===== src/rtl/rom_arb_pkg.sv =====
// Shared definitions for the product-image ROM arbiter: owner tags, secondary
// FSM state encodings and default bus widths.
package rom_arb_pkg;

  localparam int unsigned ROM_ADDR_BUS_WIDTH_DEF = 17;
  localparam int unsigned DATA_WIDTH_DEF         = 24;

  typedef logic [1:0] owner_tag_t;
  typedef logic [1:0] sec_state_t;

  localparam owner_tag_t TAG_NONE = 2'd0;
  localparam owner_tag_t TAG_PIX  = 2'd1;
  localparam owner_tag_t TAG_SEC  = 2'd2;

  localparam sec_state_t ST_IDLE     = 2'd0;
  localparam sec_state_t ST_WAIT     = 2'd1;
  localparam sec_state_t ST_INFLIGHT = 2'd2;

endpackage


===== src/rtl/rom_owner_pipe.sv =====
// Owner-tag delay line: carries the issuing owner of each ROM read alongside
// the memory pipeline so returned data can be routed back to its requester.
module rom_owner_pipe
  import rom_arb_pkg::*;
#(
  parameter int unsigned DEPTH = 2
) (
  input  logic       clk_i,
  input  logic       rst_i,
  input  owner_tag_t tag_i,
  output owner_tag_t tag_o
);

  owner_tag_t pipe_q [DEPTH];

  // Reset flushes every stage so reads in flight at reset never return.
  always_ff @(posedge clk_i or posedge rst_i) begin
    if (rst_i) begin
      for (int unsigned i = 0; i < DEPTH; i++) begin
        pipe_q[i] <= TAG_NONE;
      end
    end else begin
      pipe_q[0] <= tag_i;
      for (int unsigned i = 1; i < DEPTH; i++) begin
        pipe_q[i] <= pipe_q[i-1];
      end
    end
  end

  assign tag_o = pipe_q[DEPTH-1];

endmodule


===== src/rtl/rom_port_arbiter.sv =====
// Shares the single-port image ROM between the real-time pixel path (absolute
// priority) and one secondary requester, routing returned words to their owner.
module rom_port_arbiter
  import rom_arb_pkg::*;
#(
  parameter int unsigned ROM_ADDR_BUS_WIDTH = ROM_ADDR_BUS_WIDTH_DEF,
  parameter int unsigned DATA_WIDTH         = DATA_WIDTH_DEF,
  parameter int unsigned ROM_LATENCY        = 2,
  parameter int unsigned MAX_WAIT           = 1024,
  parameter int unsigned WAIT_CNT_WIDTH     = 11
) (
  input  logic                          CLK,
  input  logic                          RST,
  input  logic                          PIX_Active,
  input  logic [ROM_ADDR_BUS_WIDTH-1:0] PIX_Addr,
  output logic [DATA_WIDTH-1:0]         PIX_Data,
  output logic                          PIX_Valid,
  input  logic                          SEC_Req,
  input  logic [ROM_ADDR_BUS_WIDTH-1:0] SEC_Addr,
  output logic                          SEC_Ack,
  output logic [DATA_WIDTH-1:0]         SEC_Data,
  output logic                          SEC_Valid,
  output logic                          SEC_Starved,
  output logic [ROM_ADDR_BUS_WIDTH-1:0] ROM_Addr,
  input  logic [DATA_WIDTH-1:0]         ROM_Data
);

  localparam logic [WAIT_CNT_WIDTH-1:0] MAX_WAIT_C = WAIT_CNT_WIDTH'(MAX_WAIT);

  sec_state_t                    state_q, state_d;
  logic [WAIT_CNT_WIDTH-1:0]     cnt_q, cnt_d;
  logic                          starved_q, starved_d;
  logic                          ack_q, ack_d;
  logic [ROM_ADDR_BUS_WIDTH-1:0] addr_q, addr_d;
  owner_tag_t                    tag_q, tag_d;
  owner_tag_t                    tag_aligned;
  logic [DATA_WIDTH-1:0]         pix_data_q, sec_data_q;
  logic                          pix_valid_q, sec_valid_q;

  // The issued tag is registered with ROM_Addr, so the pipe output lines up
  // with ROM_Data one edge after the ROM latency has elapsed.
  rom_owner_pipe #(
    .DEPTH (ROM_LATENCY)
  ) u_owner_pipe (
    .clk_i (CLK),
    .rst_i (RST),
    .tag_i (tag_q),
    .tag_o (tag_aligned)
  );

  always_comb begin
    state_d   = state_q;
    cnt_d     = cnt_q;
    starved_d = starved_q;
    ack_d     = 1'b0;
    addr_d    = '0;
    tag_d     = TAG_NONE;

    if (PIX_Active) begin
      addr_d = PIX_Addr;
      tag_d  = TAG_PIX;
      if (state_q == ST_IDLE && SEC_Req) begin
        state_d   = ST_WAIT;
        cnt_d     = '0;
        starved_d = 1'b0;
      end else if (state_q == ST_WAIT) begin
        if (SEC_Req) begin
          cnt_d     = (cnt_q == '1) ? cnt_q : cnt_q + 1'b1;
          starved_d = (cnt_d >= MAX_WAIT_C);
        end else begin
          state_d   = ST_IDLE;
          cnt_d     = '0;
          starved_d = 1'b0;
        end
      end
    end else if (SEC_Req && state_q != ST_INFLIGHT) begin
      addr_d    = SEC_Addr;
      tag_d     = TAG_SEC;
      ack_d     = 1'b1;
      state_d   = ST_INFLIGHT;
      cnt_d     = '0;
      starved_d = 1'b0;
    end else if (state_q == ST_WAIT) begin
      state_d   = ST_IDLE;
      cnt_d     = '0;
      starved_d = 1'b0;
    end

    // The FSM is already IDLE during the SEC_Valid cycle.
    if (state_q == ST_INFLIGHT && tag_aligned == TAG_SEC) begin
      state_d = ST_IDLE;
    end
  end

  always_ff @(posedge CLK or posedge RST) begin
    if (RST) begin
      state_q     <= ST_IDLE;
      cnt_q       <= '0;
      starved_q   <= 1'b0;
      ack_q       <= 1'b0;
      addr_q      <= '0;
      tag_q       <= TAG_NONE;
      pix_data_q  <= '0;
      sec_data_q  <= '0;
      pix_valid_q <= 1'b0;
      sec_valid_q <= 1'b0;
    end else begin
      state_q     <= state_d;
      cnt_q       <= cnt_d;
      starved_q   <= starved_d;
      ack_q       <= ack_d;
      addr_q      <= addr_d;
      tag_q       <= tag_d;
      pix_valid_q <= (tag_aligned == TAG_PIX);
      sec_valid_q <= (tag_aligned == TAG_SEC);
      if (tag_aligned == TAG_PIX) begin
        pix_data_q <= ROM_Data;
      end
      if (tag_aligned == TAG_SEC) begin
        sec_data_q <= ROM_Data;
      end
    end
  end

  assign ROM_Addr    = addr_q;
  assign SEC_Ack     = ack_q;
  assign SEC_Starved = starved_q;
  assign PIX_Data    = pix_data_q;
  assign PIX_Valid   = pix_valid_q;
  assign SEC_Data    = sec_data_q;
  assign SEC_Valid   = sec_valid_q;

endmodule


===== config.mk =====
export PLATFORM = sky130hd
export DESIGN_NAME = rom_port_arbiter
export DESIGN_NICKNAME = d
export VERILOG_FILES = /design/src/rtl/rom_arb_pkg.sv /design/src/rtl/rom_owner_pipe.sv /design/src/rtl/rom_port_arbiter.sv
export SDC_FILE = /design/constraint.sdc
export NUM_CORES = 1
export LEC_CHECK = 0
export CORE_MARGIN = 2
export CORE_UTILIZATION = 47
export CTS_CLUSTER_DIAMETER = 50
export CTS_CLUSTER_SIZE = 24
export DETAILED_ROUTE_END_ITERATION = 10
export HOLD_SLACK_MARGIN = 0.02
export PLACE_DENSITY = 0.93
export SYNTH_ARGS = -nofsm -noshare
export SYNTH_HDL_FRONTEND = slang
export SYNTH_SLANG_ARGS = --single-unit

===== constraint.sdc =====
create_clock -name CLK -period 4.54 [get_ports CLK]
set_input_delay 0.454 -clock CLK [delete_from_list [all_inputs] [get_ports CLK]]
set_output_delay 0.454 -clock CLK [all_outputs]
set_load 0.005 [all_outputs]

==> results.yml, run 1 <==
clock_network:
  clock_latency_ps: 350
  post_cts_buffers: 0
  clock_path_buffers: 2
  ctsResizeCount: 0
  cts.clk_slew.worst_paths_ps: 90
  numCtsBuffers: 9
  cts.sinks: 87
  htree_levels: 3
  cts-root-buf: "clkbuf_8"
  cts_hold_buf: 0
  cts_tree: "yes"
worst_hold_path:
  hold_start: "u_owner_pipe.pipe_q[2]"
  holdPathStages: 0
  min_to: "u_owner_pipe.tag_o[0]"
  hp-class: "reg2reg"
global_routing:
  grt_max_degree: 53
  antenna_found_initial: 0
  track_usage: 0.199
  gr-total-overflow: 0
  grt_pass1_vias: 2544
  grt_pass1_wl_um: 12000
die:
  die_h_um: 89.0
  fp.dieArea_um2: 7930
  die_w_um: 89.0
  rows: 30
  ios: 131
  core_area_um2: 6910
  start_util: 0.492
critical_path:
  r2r-start: "cnt_q[0]"
  worst_path_largest_cell_delay_ps: 960
  start_kind: "primary input"
  cp_data_required_time_ps: 4810
  critPathArrivalTime_ps: 2670
  cp_top_family: "buffers and inverters"
  cpMaxStageDelayCell: "clkdlybuf4s50_1"
  path_class: "in2reg"
  ff2ff_path_depth: 5
  rrSetupSlack_ps: 2730
  critPathMaxFanout: 22
  crit_chain: "clkdlybuf4s50_1 > mux2i_1 > a21oi_1 > nand3_1 > a31oi_1"
  end_kind: "flip-flop"
  worstReg2RegEnd: "cnt_q[4]"
  crit_buf_inv: 1
sta:
  grt_setup_unrepaired: "false"
  fin_crit_ps: 2400
  worst_pin_slew_ps: 855
  fmax_mhz: 417
  setup_tns_ps: 0
  fin_skew_ps: 8.25
  setup_viol: 0
  max-slew-margin-rel: 0.430
  period_share: 0.528
  hold_viol_final: 0
  final-max-slew-violation-count: 0
place:
  port-buffer-count: 130
  place.gp.congestion: 0.800
  dp_hpwl_um: 5570
logic_synthesis:
  synth_seq_area_share: 0.641
  synthesis.nets: 303
  ys_warn_count: 0
  synthesis.area_um2: 3400
  syn_area_per_cell_um2: 14.2
  synth_seq_cells: 87
  syn_inst: 240
  yosysUniqueCellTypes: 41
pwr:
  power_w: 0.00239
  ir_drop_mv: 0.202
  p_leak_nw: 2.14
  p_per_area_nw_per_um2: 478
drt:
  first_pass_iters: 4
  antenna_left: 0
  vias: 2441
  drc_errors: 0
  post_drt_wl_per_cell_um: 15.8
  drt_iter0_drc: 80
  avgViaCountPerCell: 5.17
  wl_um: 7460
flow_run:
  max_cap_violations: 0
finish:
  antenna-diode-count: 0
  final_nets: 434
  drive_above_1_share: 0.191
  area.growth.synth_to_final_pct: 47.3
  utilization: 0.725
run_status:
  outcome: "finished clean"
## per-layer routing
layer,track usage,share of wire,wire [um],vias up
li1,-,-,-,1139
met1,0.234,0.37,2760,1187
met2,0.344,0.53,3960,105
met3,0.0637,0.089,662,10
met4,0.0692,0.0099,74,0
met5,0,0,0,-
## worst max-delay path by stage
stage               slack, ps  cells after the start     endpoint  startpoint
global route             1930                      5     cnt_q[9]  PIX_Active
finish                   2140                      5     cnt_q[9]  PIX_Active
floorplan                1840                      1  PIX_Data[0]         RST
CTS                      2130                      5     cnt_q[9]  PIX_Active
global placement         1950                      5     cnt_q[9]  PIX_Active
detailed placement       1760                      5     cnt_q[9]  PIX_Active
## registers in the layout, summed over array words and instances (netlist names)
name                 flops
ROM_Addr                17
PIX_Data                24
tag_q                    1
u_owner_pipe.tag_o       2
SEC_Valid                1
cnt_q                   11
u_owner_pipe.pipe_q      2
PIX_Valid                1
SEC_Starved              1
SEC_Data                24
state_q                  2
SEC_Ack                  1
## metrics by stage
step           setup slack [ps]  std cells  area (um^2)  hold slack (ps)
6_report                   2140        472         5000              354
5_1_grt                    1930        472         5000              378
4_1_cts                    2130        472         5000              355
3_5_place_dp               1760        456         4780              335
3_3_place_gp               1950        456         4780              333
2_1_floorplan              1840        240         3400              331
## placed cells by master (no fill, tap or decap), types with 3 or more instances in the layout
master,count
a22o_1,17
nand2_1,8
inv_6,3
inv_1,3
nand4_1,4
nand2b_1,4
clkbuf_8,9
o21ai_0,6
mux2_2,48
clkdlybuf4s50_1,130
buf_4,3
dfrtp_1,87
a31oi_1,4
nor2_1,3
mux2i_1,3
nand3_1,8
a21boi_0,3
## cells by family after synthesis
logic type | Yosys count | synth area share
compound gates | 41 | 0.0913
fa+ha+maj | 1 | 0.00368
buf+inv | 17 | 0.0236
flops | 87 | 0.641
mux | 51 | 0.168
simple gates | 43 | 0.0729
## Yosys cell counts
master,number,area (um^2)
a211o_1,1,8.76
a21boi_0,3,22.5
a21boi_1,1,7.51
a21oi_1,2,10.0
a22o_1,17,149
a22oi_1,1,7.51
a31oi_1,4,25.0
a41o_1,1,10.0
and2_4,1,8.76
and3_1,1,6.26
and4_1,1,8.76
buf_1,1,3.75
buf_2,7,35.0
buf_6,1,11.3
clkbuf_1,4,15.0
dfrtp_1,87,2180
ha_1,1,12.5
inv_1,4,15.0
mux2_2,48,541
mux2i_1,3,30.0
nand2_1,8,30.0
nand2b_1,4,25.0
nand3_1,8,40.0
nand3b_1,1,7.51
nand4_1,4,25.0
nand4b_1,1,8.76
nor2_1,3,11.3
nor2_2,1,6.26
nor2b_1,1,6.26
nor3_1,1,5.00
nor3_2,1,10.0
nor3b_1,1,7.51
nor4_1,1,6.26
o211a_1,1,10.0
o211ai_1,1,7.51
o21ai_0,6,30.0
o21bai_1,1,7.51
o31ai_1,2,15.0
or2b_1,1,7.51
or3_1,2,12.5
or4_1,2,15.0
## layout make-up
class | instances | area [um^2]
inverters | 4 | 16.3
well taps | 96 | 120
flip-flops and latches | 87 | 2180
multi-input cells | 136 | 1140
repair buffers | 133 | 1320
clock inverters | 7 | 100
fillers | 487 | 1900
clock buffers | 9 | 124
## report_power, final
group	switching [W]	leakage (nW)	internal [W]	total, W
Sequential	0.000108	1.08	0.000964	0.00107
Combinational	0.000237	0.941	0.000491	0.000728
Clock	0.000275	0.115	0.000316	0.000590
Total	0.000619	2.14	0.00177	0.00239
No activity file was read; power rests on OpenSTA's default activity.
==> run 2: changes to the inputs <==
CORE_UTILIZATION = 39   (was 47)
PLACE_DENSITY = 0.83   (was 0.93)
clock period = 2.1 ns   (was 4.54 ns; I/O delays follow)
==> run 2 against run 1 <==
Effect of this change:
- setup slack worse by 1800 ps
- clock power rose by 78%
- critical path type is now reg2reg
- total power rose by 110%
==> results.yml, run 2 (synthesized netlist as in run 1, its figures left out) <==
run_status:
  outcome: "finished clean"
sta:
  setup_viol: 0
  setup_tns_ps: 0
  timing.final.ws_setup_ps: 330
  grt_setup_unrepaired: "false"
  fin_skew_ps: 8.50
  fin_crit_ps: 1770
  max-slew-margin-rel: 0.667
  fmax_mhz: 565
  hold_viol_final: 0
  final-max-slew-violation-count: 0
  period_share: 0.843
  worst_pin_slew_ps: 497
clock_network:
  clock_latency_ps: 350
  numCtsBuffers: 9
  cts.sinks: 87
  cts_tree: "yes"
  ctsResizeCount: 0
  cts.clk_slew.worst_paths_ps: 90
  cts-root-buf: "clkbuf_8"
  post_cts_buffers: 0
  clock_path_buffers: 2
  htree_levels: 3
  cts_hold_buf: 0
global_routing:
  track_usage: 0.159
  grt_pass1_vias: 2495
  gr-total-overflow: 0
  antenna_found_initial: 0
  grt_max_degree: 88
  grt_pass1_wl_um: 12100
critical_path:
  cp_data_required_time_ps: 2360
  rrSetupSlack_ps: 330
  critPathMaxFanout: 9
  path_class: "reg2reg"
  critPathArrivalTime_ps: 2030
  start_kind: "flip-flop"
  end_kind: "flip-flop"
finish:
  antenna-diode-count: 0
  nFillCells: 696
  area.growth.synth_to_final_pct: 47.7
  drive_above_1_share: 0.200
  seqCellArea_um2: 2180
  final_common_cell: "clkdlybuf4s50_1"
  mostFrequentLayoutCells: "130 x clkdlybuf4s50_1, 87 x dfrtp_1, 48 x mux2_2"
  multi_input_area_um2: 1140
  final_nets: 438
drt:
  vias: 2415
  avgViaCountPerCell: 4.95
  first_pass_iters: 4
  wl_um: 7290
  drt_iter0_drc: 62
  drc_errors: 0
  post_drt_wl_per_cell_um: 14.9
  antenna_left: 0
die:
  die_w_um: 97.3
  core_area_um2: 8590
  rows: 34
  fp.dieArea_um2: 9480
  start_util: 0.395
  die_h_um: 97.3
  ios: 131
worst_hold_path:
  hp-class: "in2async"
flow_run:
  max_cap_violations: 0
place:
  dp_hpwl_um: 5240
  dp_slack_ps: 189
  place.gp.congestion: 0.848
  port-buffer-count: 130
pwr:
  p_per_area_nw_per_um2: 986
  p_leak_nw: 2.13
  ir_drop_mv: 0.390
run 2: final timing paths:
kind / start / to / cells past startpoint
worst max-delay path: cnt_q[0] / cnt_q[4] / 5
worst min-delay path: RST / PIX_Data[3] / 3
worst max register to register: cnt_q[0] / cnt_q[4] / 5
worst min register to register: u_owner_pipe.pipe_q[3] / u_owner_pipe.tag_o[1] / 0
max in group asynchronous: RST / SEC_Data[5] / 3
min in group CLK: u_owner_pipe.pipe_q[3] / u_owner_pipe.tag_o[1] / 0
run 2: where the power goes:
part,internal (W),switching (W),leakage [nW]
Combinational,0.00108,0.000513,0.962
Clock,0.000442,0.000604,0.0915
Sequential,0.00208,0.000225,1.08
run 2: through the flow:
step	utilization	std cells	power (W)	hold WS, ps	area [um^2]
floorplan	-	240	0.00295	241	3400
global placement	0.563	472	0.00390	333	4840
detailed placement	0.563	472	0.00397	336	4840
CTS	0.584	488	0.00503	349	5020
global route	0.584	488	0.00524	365	5020
finish	0.584	488	0.00495	315	5020
run 2: area by class of cell:
class | instances | area share
flip-flops and latches | 87 | 0.434
repair buffers | 137 | 0.272
multi-input cells | 136 | 0.228
well taps | 108 | 0.0269
clock buffers | 9 | 0.0247
clock inverters | 7 | 0.0110
inverters | 4 | 0.00374
run 2: worst max-delay path: stages, from the launching register on:
cell and delay, ps:
dfrtp_1 430, ha_1 270, nand4_1 180, nor3_2 120, or4_1 470, a21boi_0 200
run 2: metal layers:
layer	wire length (um)	vias to the layer above	GRT usage
met5	0	-	0
met4	106	0	0.0630
met3	481	11	0.0482
met2	3650	79	0.270
met1	3050	1183	0.190
li1	-	1142	-
==> run 3: changes to the inputs <==
clock period = 1.4 ns   (was 2.1 ns; I/O delays follow)
==> run 3 against run 2 <==
Effect of this change:
- critical path type unchanged
- hold slack got worse by 100 ps
- sequential power rose by 48%
- final cell count rose by 5.5%
- non-clock buffer count rose by 28
- the run now ends with setup timing left
- combinational power rose by 65%
- highest routed layer unchanged
- largest cell class unchanged
- register-to-register slack got worse by 450 ps
- final area rose by 7.7%
==> results.yml, run 3 (synthesized netlist as in run 1, its figures left out) <==
run_status:
  outcome: "complete, but fails checks"
  violations: "setup timing"
sta:
  period_share: 1.08
  fin_skew_ps: 11.2
  fmax_mhz: 658
  grt_setup_unrepaired: "true"
  max-slew-margin-rel: 0.808
  setup_viol: 7
  worst_pin_slew_ps: 287
  final-max-slew-violation-count: 0
  hold_ws_ps: 216
  hold_viol_final: 0
  timing.final.ws_setup_ps: -119
  fin_crit_ps: 1520
finish:
  fin_cells: 515
  antenna-diode-count: 0
  drive_above_1_share: 0.280
  design_area_um2: 5410
  utilization: 0.629
  final_nets: 466
  mostFrequentLayoutCells: "113 x clkdlybuf4s50_1, 87 x dfrtp_1, 48 x mux2_2"
  area.growth.synth_to_final_pct: 59.1
  final_common_cell: "clkdlybuf4s50_1"
drt:
  wl_um: 7920
  post_drt_wl_per_cell_um: 15.4
  avgViaCountPerCell: 5.00
  antenna_left: 0
  vias: 2575
  first_pass_iters: 4
  drc_errors: 0
  drt_iter0_drc: 37
die:
  ios: 131
  start_util: 0.395
  rows: 34
  die_w_um: 97.3
  fp.dieArea_um2: 9480
  core_area_um2: 8590
  die_h_um: 97.3
critical_path:
  critPathArrivalTime_ps: 1790
  path_class: "reg2reg"
  critPathMaxFanout: 7
  start_kind: "flip-flop"
  end_kind: "flip-flop"
  ff2ff_path_depth: 5
  cp_data_required_time_ps: 1670
global_routing:
  gr-total-overflow: 0
  antenna_found_initial: 0
  track_usage: 0.169
  grt_pass1_vias: 2751
  grt_max_degree: 52
  grt_pass1_wl_um: 13000
worst_hold_path:
  hp-class: "in2async"
place:
  dp_cells: 494
  place_area_um2: 5050
  dp_hpwl_um: 5790
  port-buffer-count: 130
  place.gp.congestion: 0.758
clock_network:
  cts-root-buf: "clkbuf_8"
  htree_levels: 3
  cts.sinks: 87
  cts.clk_slew.worst_paths_ps: 90
  cts_hold_buf: 0
  clock_latency_ps: 350
  numCtsBuffers: 9
  clock_path_buffers: 2
  cts_tree: "yes"
pwr:
  p_leak_nw: 2.50
  ir_drop_mv: 0.677
  p_per_area_nw_per_um2: 1450
flow_run:
  max_cap_violations: 0
[run 3: cell count changes in the layout (fill, tap and decap cells not counted), sizes merged]
cell / previous run / this run
bufinv: 0 / 1
clkdlybuf4s50: 130 / 113
clkbuf: 9 / 11
dlymetal6s2s: 0 / 17
inv: 5 / 3
clkinv: 4 / 2
buf: 7 / 35
[run 3: path summary, 6_finish.rpt]
kind	start	end	slack, ps
max	cnt_q[1]	cnt_q[3]	-120
min	RST	tag_q[0]	220
max reg2reg	cnt_q[1]	cnt_q[3]	-120
min reg2reg	u_owner_pipe.pipe_q[3]	u_owner_pipe.tag_o[1]	350
max in group asynchronous	RST	SEC_Data[19]	940
min in group CLK	u_owner_pipe.pipe_q[3]	u_owner_pipe.tag_o[1]	350
[run 3: area by class of cell]
class | count | area [um^2]
fillers | 675 | 3190
flip-flops and latches | 87 | 2180
repair buffers | 165 | 1660
multi-input cells | 136 | 1210
clock buffers | 11 | 151
well taps | 108 | 135
clock inverters | 4 | 55.1
inverters | 4 | 18.8
[run 3: per-layer routing]
| metal | vias to the layer above | wire, um | GRT usage |
|---|---|---|---|
| met5 | - | 0 | 0 |
| met4 | 0 | 145 | 0.0705 |
| met3 | 14 | 534 | 0.0518 |
| met2 | 93 | 4030 | 0.285 |
| met1 | 1263 | 3210 | 0.202 |
| li1 | 1205 | - | - |
[run 3: metrics by stage]
step                setup TNS [ps]  setup WS [ps]  total power, W
floorplan                     -318          -94.6         0.00443
CTS                           -310           -115         0.00796
detailed placement           -4630           -275         0.00615
global route                 -1160           -200         0.00828
finish                        -364           -119         0.00786
global placement             -3450           -215         0.00604
[run 3: what timing repair did]
action                     in CTS  in global routing
hold endpoints to repair        0                  0
pin swaps                       4                  1
buffers inserted                3                  3
resized for setup               7                 30
setup endpoints to repair       9                 29
[run 3: where the power goes]
group	switching, W	internal (W)
combinational	0.000883	0.00175
sequential	0.000302	0.00313
clock	0.000880	0.000919
total	0.00206	0.00580
[run 3: critical path, cell delays in order (launching register included)]
cell      delay [ps]
dfrtp_1          390
ha_2             190
nand4_1          140
nor3_4            80
or4_1            480
a21boi_1         160
